$ cat src/rtl/rcv_phy_deframer.sv
// Receive deframer: strips preamble/SFD from the 4-bit PHY stream, packs nibbles into bytes,
// and reports per-frame byte count and error status with saturating good/bad counters.
module rcv_phy_deframer #(
  parameter int MIN_PRE = 7,
  parameter int MIN_LEN = 64,
  parameter int MAX_LEN = 1518
) (
  input  logic        clk_phy,
  input  logic        reset,
  input  logic        phy_rx_dv,
  input  logic [3:0]  phy_rx_data,
  output logic [7:0]  r_data_out,
  output logic        r_data_valid,
  output logic        r_sof,
  output logic        r_frame_valid,
  output logic [23:0] r_ctrl_out,
  output logic        r_frame_err,
  output logic [15:0] r_good_cnt,
  output logic [15:0] r_bad_cnt
);

  localparam logic [1:0] S_IDLE = 2'd0;
  localparam logic [1:0] S_PRE  = 2'd1;
  localparam logic [1:0] S_DATA = 2'd2;
  localparam logic [1:0] S_DROP = 2'd3;

  localparam logic [3:0]  MIN_PRE_C = 4'(MIN_PRE);
  localparam logic [11:0] MIN_LEN_C = 12'(MIN_LEN);
  localparam logic [11:0] MAX_LEN_C = 12'(MAX_LEN);

  logic [1:0]  state_q, state_d;
  logic [3:0]  pre_cnt_q, pre_cnt_d;
  logic        phase_q, phase_d;
  logic [3:0]  lat_q, lat_d;
  logic [11:0] byte_cnt_q, byte_cnt_d;
  logic        long_q, long_d;
  logic [7:0]  data_q, data_d;
  logic        dvld_q, dvld_d;
  logic        sof_q, sof_d;
  logic        fv_q, fv_d;
  logic [23:0] ctrl_q, ctrl_d;
  logic        err_q, err_d;
  logic [15:0] good_q, good_d;
  logic [15:0] bad_q, bad_d;
  logic        frame_bad;

  assign frame_bad = long_q | phase_q | (byte_cnt_q < MIN_LEN_C);

  always_comb begin
    state_d    = state_q;
    pre_cnt_d  = pre_cnt_q;
    phase_d    = phase_q;
    lat_d      = lat_q;
    byte_cnt_d = byte_cnt_q;
    long_d     = long_q;
    data_d     = data_q;
    dvld_d     = 1'b0;
    sof_d      = 1'b0;
    fv_d       = 1'b0;
    ctrl_d     = ctrl_q;
    err_d      = err_q;
    good_d     = good_q;
    bad_d      = bad_q;
    case (state_q)
      S_IDLE: begin
        if (phy_rx_dv) begin
          if (phy_rx_data == 4'h5) begin
            state_d   = S_PRE;
            pre_cnt_d = 4'd1;
          end else begin
            state_d = S_DROP;
          end
        end
      end
      S_PRE: begin
        if (!phy_rx_dv) begin
          state_d = S_IDLE;
        end else if (phy_rx_data == 4'h5) begin
          pre_cnt_d = (pre_cnt_q == 4'hF) ? pre_cnt_q : pre_cnt_q + 4'd1;
        end else if (phy_rx_data == 4'hD && pre_cnt_q >= MIN_PRE_C) begin
          state_d    = S_DATA;
          phase_d    = 1'b0;
          byte_cnt_d = 12'd0;
          long_d     = 1'b0;
        end else begin
          state_d = S_DROP;
          bad_d   = (bad_q == 16'hFFFF) ? bad_q : bad_q + 16'd1;
        end
      end
      S_DATA: begin
        if (phy_rx_dv) begin
          if (!phase_q) begin
            lat_d   = phy_rx_data;
            phase_d = 1'b1;
          end else begin
            phase_d = 1'b0;
            // Bytes past MAX_LEN are swallowed but mark the frame as long.
            if (byte_cnt_q < MAX_LEN_C) begin
              data_d     = {phy_rx_data, lat_q};
              dvld_d     = 1'b1;
              sof_d      = (byte_cnt_q == 12'd0);
              byte_cnt_d = (byte_cnt_q == 12'hFFF) ? byte_cnt_q : byte_cnt_q + 12'd1;
            end else begin
              long_d = 1'b1;
            end
          end
        end else begin
          state_d = S_IDLE;
          fv_d    = 1'b1;
          ctrl_d  = {byte_cnt_q, byte_cnt_q};
          err_d   = frame_bad;
          if (frame_bad) begin
            bad_d = (bad_q == 16'hFFFF) ? bad_q : bad_q + 16'd1;
          end else begin
            good_d = (good_q == 16'hFFFF) ? good_q : good_q + 16'd1;
          end
        end
      end
      default: begin
        if (!phy_rx_dv) begin
          state_d = S_IDLE;
        end
      end
    endcase
  end

  always_ff @(posedge clk_phy or posedge reset) begin
    if (reset) begin
      state_q    <= S_DROP;
      pre_cnt_q  <= 4'd0;
      phase_q    <= 1'b0;
      lat_q      <= 4'd0;
      byte_cnt_q <= 12'd0;
      long_q     <= 1'b0;
      data_q     <= 8'd0;
      dvld_q     <= 1'b0;
      sof_q      <= 1'b0;
      fv_q       <= 1'b0;
      ctrl_q     <= 24'd0;
      err_q      <= 1'b0;
      good_q     <= 16'd0;
      bad_q      <= 16'd0;
    end else begin
      state_q    <= state_d;
      pre_cnt_q  <= pre_cnt_d;
      phase_q    <= phase_d;
      lat_q      <= lat_d;
      byte_cnt_q <= byte_cnt_d;
      long_q     <= long_d;
      data_q     <= data_d;
      dvld_q     <= dvld_d;
      sof_q      <= sof_d;
      fv_q       <= fv_d;
      ctrl_q     <= ctrl_d;
      err_q      <= err_d;
      good_q     <= good_d;
      bad_q      <= bad_d;
    end
  end

  assign r_data_out    = data_q;
  assign r_data_valid  = dvld_q;
  assign r_sof         = sof_q;
  assign r_frame_valid = fv_q;
  assign r_ctrl_out    = ctrl_q;
  assign r_frame_err   = err_q;
  assign r_good_cnt    = good_q;
  assign r_bad_cnt     = bad_q;

endmodule
$ cat config.mk
export PLATFORM = sky130hd
export DESIGN_NAME = rcv_phy_deframer
export DESIGN_NICKNAME = d
export VERILOG_FILES = /design/src/rtl/rcv_phy_deframer.sv
export SDC_FILE = /design/constraint.sdc
export NUM_CORES = 1
export LEC_CHECK = 0
export BUFFER_PORTS_ARGS = -buffer_cell sky130_fd_sc_hd__buf_4
export CORE_MARGIN = 5
export CORE_UTILIZATION = 55
export DETAILED_ROUTE_END_ITERATION = 8
export HOLD_SLACK_MARGIN = 0.02
export PLACE_DENSITY = 0.83
export SLEW_MARGIN = 40
export SYNTH_ARGS = -nofsm -noshare
export SYNTH_HDL_FRONTEND = slang
export SYNTH_SLANG_ARGS = --single-unit
$ cat constraint.sdc
create_clock -name clk_phy -period 2.7 [get_ports clk_phy]
set_input_delay 0.405 -clock clk_phy [delete_from_list [all_inputs] [get_ports clk_phy]]
set_output_delay 0.405 -clock clk_phy [all_outputs]
set_load 0.005 [all_outputs]
# Word level (Yosys, flattened, before mapping)
# Cells that the tools add are included.
# classes
n_reduce_logical	15
bitwise_logic	6
eq_ne	25
n_lt_le_gt_ge	3
addsub	4
mux	48
# ops
operator	count
2-to-1 mux 16 bit	6
2-to-1 mux 12 bit	7
adder 16 x 1 -> 16 bit (second input constant)	2
== test 16 bit (second input constant)	2
case mux 16 bit (2 select lines)	1
!= test 2 bit (second input constant)	15
case mux 12 bit (2 select lines)	1
2-to-1 mux 4 bit	5
2-to-1 mux 1 bit	19
adder 12 x 1 -> 12 bit (second input constant)	1
== test 12 bit (second input constant)	1
logical NOT 12 bit	1
less-than comparator 12 x 11 -> 1 bit (second input constant)	1
less-than comparator 12 x 7 -> 1 bit (second input constant)	1
AND reduction 6 bit	2
2-to-1 mux 2 bit	5
== test 4 bit (second input constant)	2
case mux 4 bit (2 select lines)	1
AND reduction 4 bit	2
AND reduction 8 bit	1
AND reduction 7 bit	1
AND reduction 3 bit	2
AND reduction 5 bit	1
adder 4 x 1 -> 4 bit (second input constant)	1
14 further kinds	20
# totals
elab_cells	115
output_inout_bits	68
regBits	92

# Logic depth before layout (Yosys ltp)
# Gate-level depths: netlist (run 1).
# logic_depth
ltp_word	6
ltp_mapped	8
depth_no_buf	7

# Worst setup path before layout (run 1)
# No wires, ideal clock.
# synth_timing
path_kind	flip-flop to flip-flop
start	reg bad_q[5] (netlist: r_bad_cnt[5])
end	reg bad_q[1] (netlist: r_bad_cnt[1])
path_buffers	1
t_required_ps	2573
stages_incl_launch_ff	7
t_arrival_ps	1699
slack_ps	873
path_cell_list	dfrtp_1 > nand4_2 > nor2_2 > nand4_2 > o311ai_4 > buf_6 > mux2_1
# synth_via
elab_chain_len	6
elab_cells_between_ends	8
# synth_rtl
element	line	source
from (decl)	44	logic [15:0] bad_q, bad_d;
from (signal assigned)	142	bad_q <= 16'd0;
from (signal assigned)	157	bad_q <= bad_d;
== test 16 bit *	87, 113	
2-to-1 mux 16 bit *	n/a	
2-to-1 mux 16 bit (3 in series)	n/a	
case mux 16 bit (2 select lines) *	n/a	
# Every way passes the cells marked *; elsewhere a longest branch is shown, timed or not. The select of a mux whose other input is x is not followed.
# A chain may end at the register's enable or synchronous reset.

# Worst setup path after layout (run 1)
# layout_timing
start	reg state_q[1]
end	reg byte_cnt_q[6]
# layout_via
elab_chain_len	3
elab_cells_between_ends	12
# layout_rtl
element	line	source
from (decl)	31	logic [1:0] state_q, state_d;
from (signal assigned)	144	state_q <= state_d;
== test 2 bit / == test 2 x 1 -> 1 bit (equally long branches)	64	case (state_q)
!= test 2 bit (no line) / nonzero test 2 bit (equally long branches)	n/a	
AND reduction 8 bit (no line)	n/a	
to (signal assigned)	148	byte_cnt_q <= byte_cnt_d;
to (decl)	35	logic [11:0] byte_cnt_q, byte_cnt_d;
# Several ways; a longest one is shown, not always the timed one.

==> out/metrics.yaml, run 1 <==
clock_network:
  tritoncts: "built"
  cts_buffers: 9
  ctsResizeCount: 0
  clock_path_buffers: 2
  cts.sinks: 80
  clkTransAtPathRegs_ps: 80
  insertion_delay_ps: 350
  cts_setup_buffers: 0
  cts-htree-levels: 3
  ctsHoldBuffers: 0
  root_buffer: "clkbuf_8"
run:
  drv_cap: 0
sta:
  timing.final.hold_violations: 0
  rsz0062_at_grt: "no"
  slew_headroom: 0.441
  fmax_mhz: 432
  clock_skew_ps: 11.1
  worst_slew_pin_slew_ps: 836
  final.min_clock_period_ps: 2310
  maxSlewViolCount: 0
  timing.final.ws_setup_ps: 387
  period_share: 0.857
  setup_viol: 0
  fin_tns_setup_ps: 0
  whs_ps: 112
synthesis:
  synth.largest_area_cell: "dfrtp_1"
  synthArstFlopShare: 1.00
  synth_edf_count: 0
  synth-seq-cells: 80
  synth_nets: 362
  synth_top_area_frac: 0.520
  ys.warnings.count: 0
  synth_flop_cell: "dfrtp_1"
  synth_area_leaders: "dfrtp_1 52%, nand2_1 5.1%, mux2_2 5.1%, xnor2_1 3.7%, xor2_1 3.0%"
  yosysUniqueCellTypes: 51
  syn_avg_cell_area_um2: 10.7
  syn_area_um2: 3750
  syn_inst: 350
  ys_seq_area_frac: 0.534
worst_setup_path:
  path_buf_inv: 1
  max_stage_delay_ps: 610
  r2r_slack_ps: 390
  r2r_cells: 6
  cp_slowest_cell: "dfstp_2"
  cp_top_family: "simple AND/OR/NAND/NOR gates"
  crit_path_cell_trace: "and2b_1, and3_1, o311ai_4, inv_1, a21oi_1, a31oi_1"
  r2r-start: "state_q[1]"
  worstPathArrival_ps: 2580
  path_max_fanout: 19
  end_kind: "register"
  worstSetupPathType: "register to register"
  reg2reg_to: "byte_cnt_q[6]"
  crit_required_ps: 2960
  worstSetupStartpointType: "register"
drt:
  via_count: 2835
  drt_iter0_drc: 137
  wl_per_cell_um: 15.3
  drc: 0
  via_per_inst: 5.63
  first_pass_iters: 4
  final_antenna_net_count: 0
  drt-total-wl_mm: 7.71
min_path:
  hp-class: "primary input to async pin"
place:
  place_inst: 488
  place_ws_ps: 430
  placement.io_buffers: 74
  hpwlAfterDp_mm: 5.49
  gp_congestion: 0.827
floorplanning:
  rows: 30
  die_area_um2: 8580
  die_x_um: 92.6
  die_y_um: 92.6
  core_area_um2: 6720
  start_util: 0.559
  pin_count: 75
final_layout:
  nets: 431
  area_growth_pct: 20.6
  final_common_cell: "dfrtp_1"
  n_antenna_cell: 0
  drive_gt1_frac: 0.300
  instances_no_fill: 504
  fillers: 509
  layout_common_cells: "78 x dfrtp_1, 77 x buf_4, 51 x nand2_1"
pwr:
  p_leak_nw: 2.21
  powerDensity_nw_per_um2: 704
  ir_drop_v: 0.000629
global_route:
  grt_max_degree: 46
  grt_pass1_wl_mm: 12.8
  antenna_found_initial: 0
  grt_pass1_vias: 2722
  grt_busiest_layer: "met2"
  grtUsageMet2: 0.306
  grt_usage: 0.186
  grt_util_met1: 0.244
  met3_usage: 0.0301
  grt_overflow_total: 0
outcome:
  status: "complete, no violations"
through the flow:
stage	instance area, um2	utilization	total power, mW
CTS	4530	0.674	3.20
global route	4530	0.674	3.34
global placement	4290	0.639	2.18
finish	4530	0.674	3.19
floorplan	3750	-	1.89
detailed placement	4290	0.639	2.20
worst max-delay path by stage:
stage                       start            end  slack, ps  depth (start not counted)
floorplan                   reset  byte_cnt_q[0]        250                          1
global placement       state_q[1]  byte_cnt_q[6]        540                          6
detailed placement     state_q[1]  byte_cnt_q[6]        430                          6
CTS                    state_q[1]  byte_cnt_q[6]        420                          6
global route        byte_cnt_q[2]  byte_cnt_q[6]        230                          5
finish                 state_q[1]  byte_cnt_q[6]        390                          6
final cells by class:
type	count	area, um2	share of cell area
clock buffers	14	173	0.0381
well taps	80	100	0.0221
flip-flops and latches	80	2000	0.443
repair buffers	77	578	0.128
multi-input cells	242	1580	0.348
inverters	9	36.3	0.00801
clock inverters	2	60.1	0.0133
kinds of logic after synthesis:
| group | share of synthesized area |
|---|---|
| muxes | 0.0540 |
| DFF | 0.534 |
| and+or+nand+nor | 0.197 |
| AOI/OAI and AO/OA | 0.0850 |
| adders and majority gates | 0.0167 |
| xor gates and xnor gates | 0.0677 |
| buffers and inverters | 0.0460 |
state kept, by name, indices dropped and copies added, names as in the netlist, 2 cells and up:
| name | count |
|---|---|
| r_good_cnt | 16 |
| lat_q | 4 |
| r_bad_cnt | 16 |
| byte_cnt_q | 12 |
| r_ctrl_out | 12 |
| r_data_out | 8 |
| pre_cnt_q | 4 |
| state_q | 2 |
per-layer routing:
metal	up-vias	share of wire
met4	0	0.015
met1	1386	0.44
met2	97	0.48
li1	1340	-
met3	12	0.062
met5	-	0
cell usage after synthesis, types with 2 or more instances:
| library cell | number |
|---|---|
| buf_2 | 3 |
| nand2_1 | 51 |
| o21ai_0 | 13 |
| dfstp_2 | 2 |
| ha_1 | 5 |
| xor2_1 | 13 |
| a31oi_1 | 8 |
| buf_4 | 13 |
| o21a_1 | 2 |
| nor3_1 | 12 |
| xnor2_1 | 16 |
| inv_1 | 9 |
| nand4_2 | 2 |
| and2_1 | 3 |
| dfrtp_1 | 78 |
| nand4_1 | 8 |
| nor2_1 | 27 |
| a21oi_1 | 8 |
| and3_1 | 4 |
| buf_6 | 2 |
| o311ai_4 | 2 |
| mux2_2 | 17 |
| nand3_1 | 21 |
| nor4_1 | 4 |
report_power, final:
| part | switching (mW) | leakage, nW | internal, mW |
|---|---|---|---|
| Sequential | 0.192 | 1.05 | 1.38 |
| Clock | 0.406 | 0.117 | 0.598 |
| Combinational | 0.271 | 1.05 | 0.334 |
| Total | 0.870 | 2.21 | 2.32 |
Power figures use the tool's default switching activity.
==> run 2: changes to the inputs <==
- ABC_AREA: unset -> 1
- CORE_UTILIZATION: 55 -> 56
==> run 2 against run 1 <==
Against the previous run:
- cell count increased by 47%
- sequential power grew 6%
- synthesized cell count up 64%
- register-to-register slack improved by 70 ps
- fmax grew 2.9%
- count of clock-buffer cells in the layout is 3 lower
- final area is 13% higher
- wire length rose by 20%
==> out/metrics.yaml, run 2 <==
outcome:
  status: "complete, no violations"
drt:
  final_antenna_net_count: 0  # unchanged
  via_per_inst: 5.11  # -9.1%
  drt-total-wl_mm: 9.26  # +20%
  first_pass_iters: 5  # +1
  wl_per_cell_um: 12.5  # -18%
  drc: 0  # unchanged
  drt_iter0_drc: 167  # +22%
  via_count: 3795  # +34%
synthesis:
  synth_xor_area_frac: 0.0481  # -0.0196
  syn_avg_cell_area_um2: 7.61  # -29%
  synth_edf_count: 0  # unchanged
  yosysUniqueCellTypes: 30  # -41%
  synth_area_leaders: "dfrtp_1 45%, nand2_1 17%, nand3_1 6.5%, nor2_1 4.5%, inv_1 4.4%"
  synthSimpleGateAreaFrac: 0.334  # +0.138
  synth.largest_area_cell: "dfrtp_1"
  synth_adder_area_share: 0.0143  # -0.00235
  synth_top_family_by_area: "simple AND/OR/NAND/NOR gates"
  syn_inst: 574  # +64%
  synthArstFlopShare: 1.00  # unchanged
  synth-seq-cells: 80  # unchanged
  synth_common_cells: "195 x nand2_1, 78 x dfrtp_1, 57 x nand3_1"
  synth_compound_area_frac: 0.0570  # -0.0280
  synth.area.mux_share: 0  # -0.0540
  ys.warnings.count: 0  # unchanged
  yosysMostFrequentCell: "nand2_1"
  synth_nets: 586  # +62%
  synth_flop_cell: "dfrtp_1"
  synth_top_area_frac: 0.447  # -0.0733
  ys_seq_area_frac: 0.459  # -0.0752
  syn_area_um2: 4370  # +16%
worst_setup_path:
  cp_slowest_cell: "dfstp_2"
  crit_required_ps: 2950  # about the same
  end_kind: "register"
  worstPathArrival_ps: 2500  # -80 ps
  path_max_fanout: 17  # -2
  worstSetupStartpointType: "register"
  crit_path_cell_trace: "inv_2, nand2_1, inv_1, nand2_1, nand2_1, nor2_4, nand2_4, nand2_1, nand2_1"
  max_stage_delay_ps: 570  # -40 ps
  r2r_slack_ps: 450  # +70 ps
  cp_common_cell: "nand2_1"
  worstSetupPathType: "register to register"
sta:
  setup_viol: 0  # unchanged
  maxSlewViolCount: 0  # unchanged
  period_share: 0.833  # -0.0242
  slew_headroom: 0.634  # +0.192
  worst_slew_pin_slew_ps: 549  # -287 ps
  fin_tns_setup_ps: 0  # unchanged
  whs_ps: 79.3  # -32.3 ps
  final.min_clock_period_ps: 2250  # -65.5 ps
  timing.final.hold_violations: 0  # unchanged
  fmax_mhz: 445  # +2.9%
  rsz0062_at_grt: "no"
  clock_skew_ps: 8.09  # -2.97 ps
clock_network:
  ctsResizeCount: 0  # unchanged
  clock_path_buffers: 2  # unchanged
  cts_setup_buffers: 0  # unchanged
  cts-htree-levels: 3  # unchanged
  root_buffer: "clkbuf_8"
  cts_buffers: 9  # unchanged
  ctsHoldBuffers: 0  # unchanged
  tritoncts: "built"
  clkTransAtPathRegs_ps: 80  # about the same
  insertion_delay_ps: 350  # about the same
  cts.sinks: 80  # unchanged
place:
  placement.io_buffers: 74  # unchanged
  gp_congestion: 0.914  # +10%
  hpwlAfterDp_mm: 6.86  # +25%
  place_inst: 727  # +49%
global_route:
  grt_pass1_vias: 3540  # +30%
  grt_pass1_wl_mm: 16.0  # +25%
  antenna_found_initial: 0  # unchanged
  grt_max_degree: 50  # +8.7%
  grt_usage: 0.199  # +0.0131
  grt_overflow_total: 0  # unchanged
final_layout:
  instances_no_fill: 742  # +47%
  layout_common_cells: "195 x nand2_1, 78 x dfrtp_1, 76 x buf_4"
  nets: 648  # +50%
  drive_gt1_frac: 0.177  # -0.123
  area_growth_pct: 16.6
  n_antenna_cell: 0  # unchanged
  fillers: 667  # +31%
  final_common_cell: "nand2_1"
floorplanning:
  pin_count: 75  # unchanged
  die_y_um: 98.3  # +6.2%
  rows: 32  # +6.7%
  start_util: 0.571  # +0.0127
  core_area_um2: 7650  # +14%
  die_x_um: 98.3  # +6.2%
  die_area_um2: 9670  # +13%
pwr:
  ir_drop_v: 0.000365  # -42%
  powerDensity_nw_per_um2: 676  # -3.9%
  p_leak_nw: 2.59  # +17%
min_path:
  hp-class: "primary input to async pin"
run:
  drv_cap: 0  # unchanged
run 2: changes by cell type after synthesis, sizes merged, moves of 8 or more:
cell | previous run | this run
a31oi | 8 | 0
buf | 18 | 26
inv | 9 | 54
mux2 | 18 | 0
nand2 | 52 | 198
nand3 | 22 | 59
nor2 | 29 | 59
o21ai | 14 | 34
run 2: per-stage QoR:
step / total power, mW / util / setup slack [ps] / cell area (um2)
floorplan: 2.20 / - / 247 / 4370
global placement: 2.59 / 0.642 / 594 / 4910
detailed placement: 2.63 / 0.642 / 458 / 4910
CTS: 3.49 / 0.666 / 448 / 5090
global route: 3.68 / 0.666 / 180 / 5090
finish: 3.45 / 0.666 / 452 / 5090
run 2: power breakdown:
part | switching [mW] | leakage (nW) | total, mW | internal, mW
Clock | 0.409 | 0.0989 | 0.852 | 0.443
Combinational | 0.467 | 1.43 | 0.922 | 0.454
Sequential | 0.234 | 1.06 | 1.67 | 1.44
run 2: cell families (layout without fill, tap and decap cells):
group,count (synthesis),in the layout
xor+xnor,24,24
fa+ha+maj,5,5
buf+inv,80,146
simple gates,338,338
compound gates,47,47
flops,80,80
run 2: critical path, delay by kind of cell (launching register included):
family        cells  cell delay (ps)
buf+inv           2              280
flops             1              570
simple gates      7             1280
run 2: area by class of cell:
| cell class | instances | area, um2 | area share |
|---|---|---|---|
| flip-flops and latches | 80 | 2000 | 0.393 |
| multi-input cells | 414 | 1980 | 0.389 |
| repair buffers | 77 | 591 | 0.116 |
| inverters | 54 | 204 | 0.0400 |
| clock buffers | 11 | 141 | 0.0278 |
| well taps | 102 | 128 | 0.0250 |
| clock inverters | 4 | 45.0 | 0.00884 |
run 2: per-layer routing:
| metal | track usage | part of all wire |
|---|---|---|
| met5 | 0 | 0 |
| met1 | 0.257 | 0.45 |
| met4 | 0.0746 | 0.0089 |
| met3 | 0.0493 | 0.070 |
| met2 | 0.324 | 0.47 |
run 2: final timing paths:
kind / cells past startpoint / start / end
setup / recovery: 9 / state_q[0] / r_bad_cnt[10]
min in group clk_phy: 3 / phy_rx_data[2] / r_data_out[6]
max in group asynchronous: 3 / reset / state_q[0]
setup reg to reg: 9 / state_q[0] / r_bad_cnt[10]
hold / removal: 2 / reset / r_bad_cnt[14]
hold reg to reg: 2 / long_q / long_q
==> run 3: changes to the inputs <==
- CORE_UTILIZATION: 56 -> 51
- PLACE_DENSITY: 0.83 -> 0.79
- clock period: 2.7 -> 2 ns (I/O delays scaled with it)
==> run 3 against run 2 <==
Against the previous run:
- largest cell class unchanged
- register-to-register slack worse by 280 ps
- power is 41% higher
- flip-flop and latch count stayed put
- critical endpoint is now r_good_cnt[5]
- die area is 8.8% higher
- wire length is 5.9% higher
- clock power is 53% higher
- sequential share of layout area is 0.90 points lower
- worst setup slack worse by 280 ps
- non-clock buffer count is 8 higher
- fmax is 23% higher
- first-iteration DRC count is 17% higher
- via count is 2.5% higher
==> out/metrics.yaml, run 3 (synthesis gave the netlist of run 2 again) <==
outcome:
  status: "complete, no violations"
pwr:
  powerDensity_nw_per_um2: 933  # +38%
  ir_drop_v: 0.000386  # +5.6%
  p_leak_nw: 2.64  # +1.9%
floorplanning:
  pin_count: 75  # unchanged
  die_area_um2: 10500  # +8.8%
  core_area_um2: 8300  # +8.5%
  die_x_um: 103  # +4.3%
  rows: 33  # +3.1%
  die_y_um: 103  # +4.3%
  start_util: 0.526  # -0.0449
worst_setup_path:
  end_kind: "register"
  cp_slowest_cell: "dfstp_2"
  worstSetupStartpointType: "register"
  path_max_fanout: 8  # -9
  r2r_slack_ps: 170  # -280 ps
  worstSetupPathType: "register to register"
  worstPathArrival_ps: 2060  # -440 ps
  max_stage_delay_ps: 560  # about the same
  cp_top_family: "simple AND/OR/NAND/NOR gates"
  path_buf_inv: 1  # -1
  crit_required_ps: 2230  # -720 ps
  crit_path_cell_trace: "nand2_1, nor2_2, nand3_1, nor2_2, nand2_2, buf_4, nand2_1, o21ai_0"
drt:
  drt-total-wl_mm: 9.81  # +5.9%
  via_per_inst: 5.16  # +0.87%
  first_pass_iters: 4  # -1
  via_count: 3890  # +2.5%
  drc: 0  # unchanged
  wl_per_cell_um: 13.0  # +4.3%
  drt_iter0_drc: 196  # +17%
  final_antenna_net_count: 0  # unchanged
sta:
  rsz0062_at_grt: "no"
  setup_viol: 0  # unchanged
  maxSlewViolCount: 0  # unchanged
  fmax_mhz: 548  # +23%
  final.min_clock_period_ps: 1830  # -422 ps
  worst_slew_pin_slew_ps: 487  # -62.0 ps
  slew_headroom: 0.675  # +0.0414
  timing.final.hold_violations: 0  # unchanged
  fin_tns_setup_ps: 0  # unchanged
  period_share: 0.913  # +0.0804
  clock_skew_ps: 14.2  # +6.13 ps
global_route:
  grtUsageMet2: 0.321  # -0.00272
  grt_pass1_wl_mm: 16.4  # +2.5%
  grt_pass1_vias: 3610  # +2.0%
  met3_usage: 0.0311  # -0.0182
  grt_overflow_total: 0  # unchanged
  grt_busiest_layer: "met2"
  grt_usage: 0.196  # -0.00286
  grt_max_degree: 81  # +62%
  antenna_found_initial: 0  # unchanged
  grt_util_met1: 0.260  # +0.00378
clock_network:
  ctsResizeCount: 0  # unchanged
  tritoncts: "built"
  insertion_delay_ps: 360  # about the same
  cts-htree-levels: 3  # unchanged
  root_buffer: "clkbuf_8"
  clkTransAtPathRegs_ps: 90  # about the same
  cts_buffers: 9  # unchanged
  cts.sinks: 80  # unchanged
  ctsHoldBuffers: 0  # unchanged
  cts_setup_buffers: 0  # unchanged
  clock_path_buffers: 2  # unchanged
final_layout:
  fillers: 701  # +5.1%
  fin_area_um2: 5210  # +2.3%
  layout_common_cells: "195 x nand2_1, 83 x buf_4, 78 x dfrtp_1"
  n_antenna_cell: 0  # unchanged
  nets: 656  # +1.2%
  final_common_cell: "nand2_1"
  fin_util: 0.628  # -0.0380
  area_growth_pct: 19.3
  drive_gt1_frac: 0.188  # +0.0114
  instances_no_fill: 754  # +1.6%
place:
  hpwlAfterDp_mm: 7.10  # +3.5%
  gp_congestion: 0.941  # +3.0%
  placed_area_um2: 4990  # +1.6%
  placement.io_buffers: 74  # unchanged
  place_inst: 738  # +1.5%
min_path:
  hp-class: "primary input to async pin"
run:
  drv_cap: 0  # unchanged
## run 3: cell type report
cell class | count | area, um2 | area share
clock buffer | 11 | 131 | 0.0252
tap | 105 | 131 | 0.0252
timing repair buffer | 85 | 663 | 0.127
multi-input combinational | 414 | 1990 | 0.382
clock inverter | 5 | 81.3 | 0.0156
inverter | 54 | 209 | 0.0401
sequential | 80 | 2000 | 0.384
## run 3: path summary, 6_finish.rpt
kind / startpoint / depth (start not counted) / end
min in group clk_phy: phy_rx_data[2] / 3 / r_data_out[6]
worst min-delay path: reset / 3 / r_bad_cnt[14]
worst max register to register: state_q[1] / 8 / r_good_cnt[5]
worst min register to register: r_data_out[3] / 2 / r_data_out[3]
max in group asynchronous: reset / 3 / state_q[0]
worst max-delay path: state_q[1] / 8 / r_good_cnt[5]
## run 3: tightest hold or removal path: stages
cell        delay [ps]
buf_4              120
clkinvlp_4          70
buf_12             330
## run 3: metrics by stage
| stage | power [mW] | hold slack (ps) | setup slack, ps |
|---|---|---|---|
| 2_1_floorplan | 2.97 | 442 | 355 |
| 3_3_place_gp | 3.55 | 452 | 121 |
| 3_5_place_dp | 3.61 | 457 | 104 |
| 4_1_cts | 4.91 | 66.8 | 71.9 |
| 5_1_grt | 5.20 | 95.4 | 6.01 |
| 6_report | 4.87 | 27.0 | 174 |
## run 3: where the power goes
part	switching, mW	leakage [nW]	internal, mW
sequential	0.312	1.06	1.94
combinational	0.671	1.47	0.645
clock	0.593	0.104	0.704
## run 3: layer usage
metal / share of wire / wire length (um) / vias to the layer above
met3: 0.059 / 579 / 11
met4: 0.015 / 149 / 0
met2: 0.47 / 4630 / 116
met5: 0 / 0 / -
met1: 0.45 / 4450 / 1810
li1: - / - / 1953
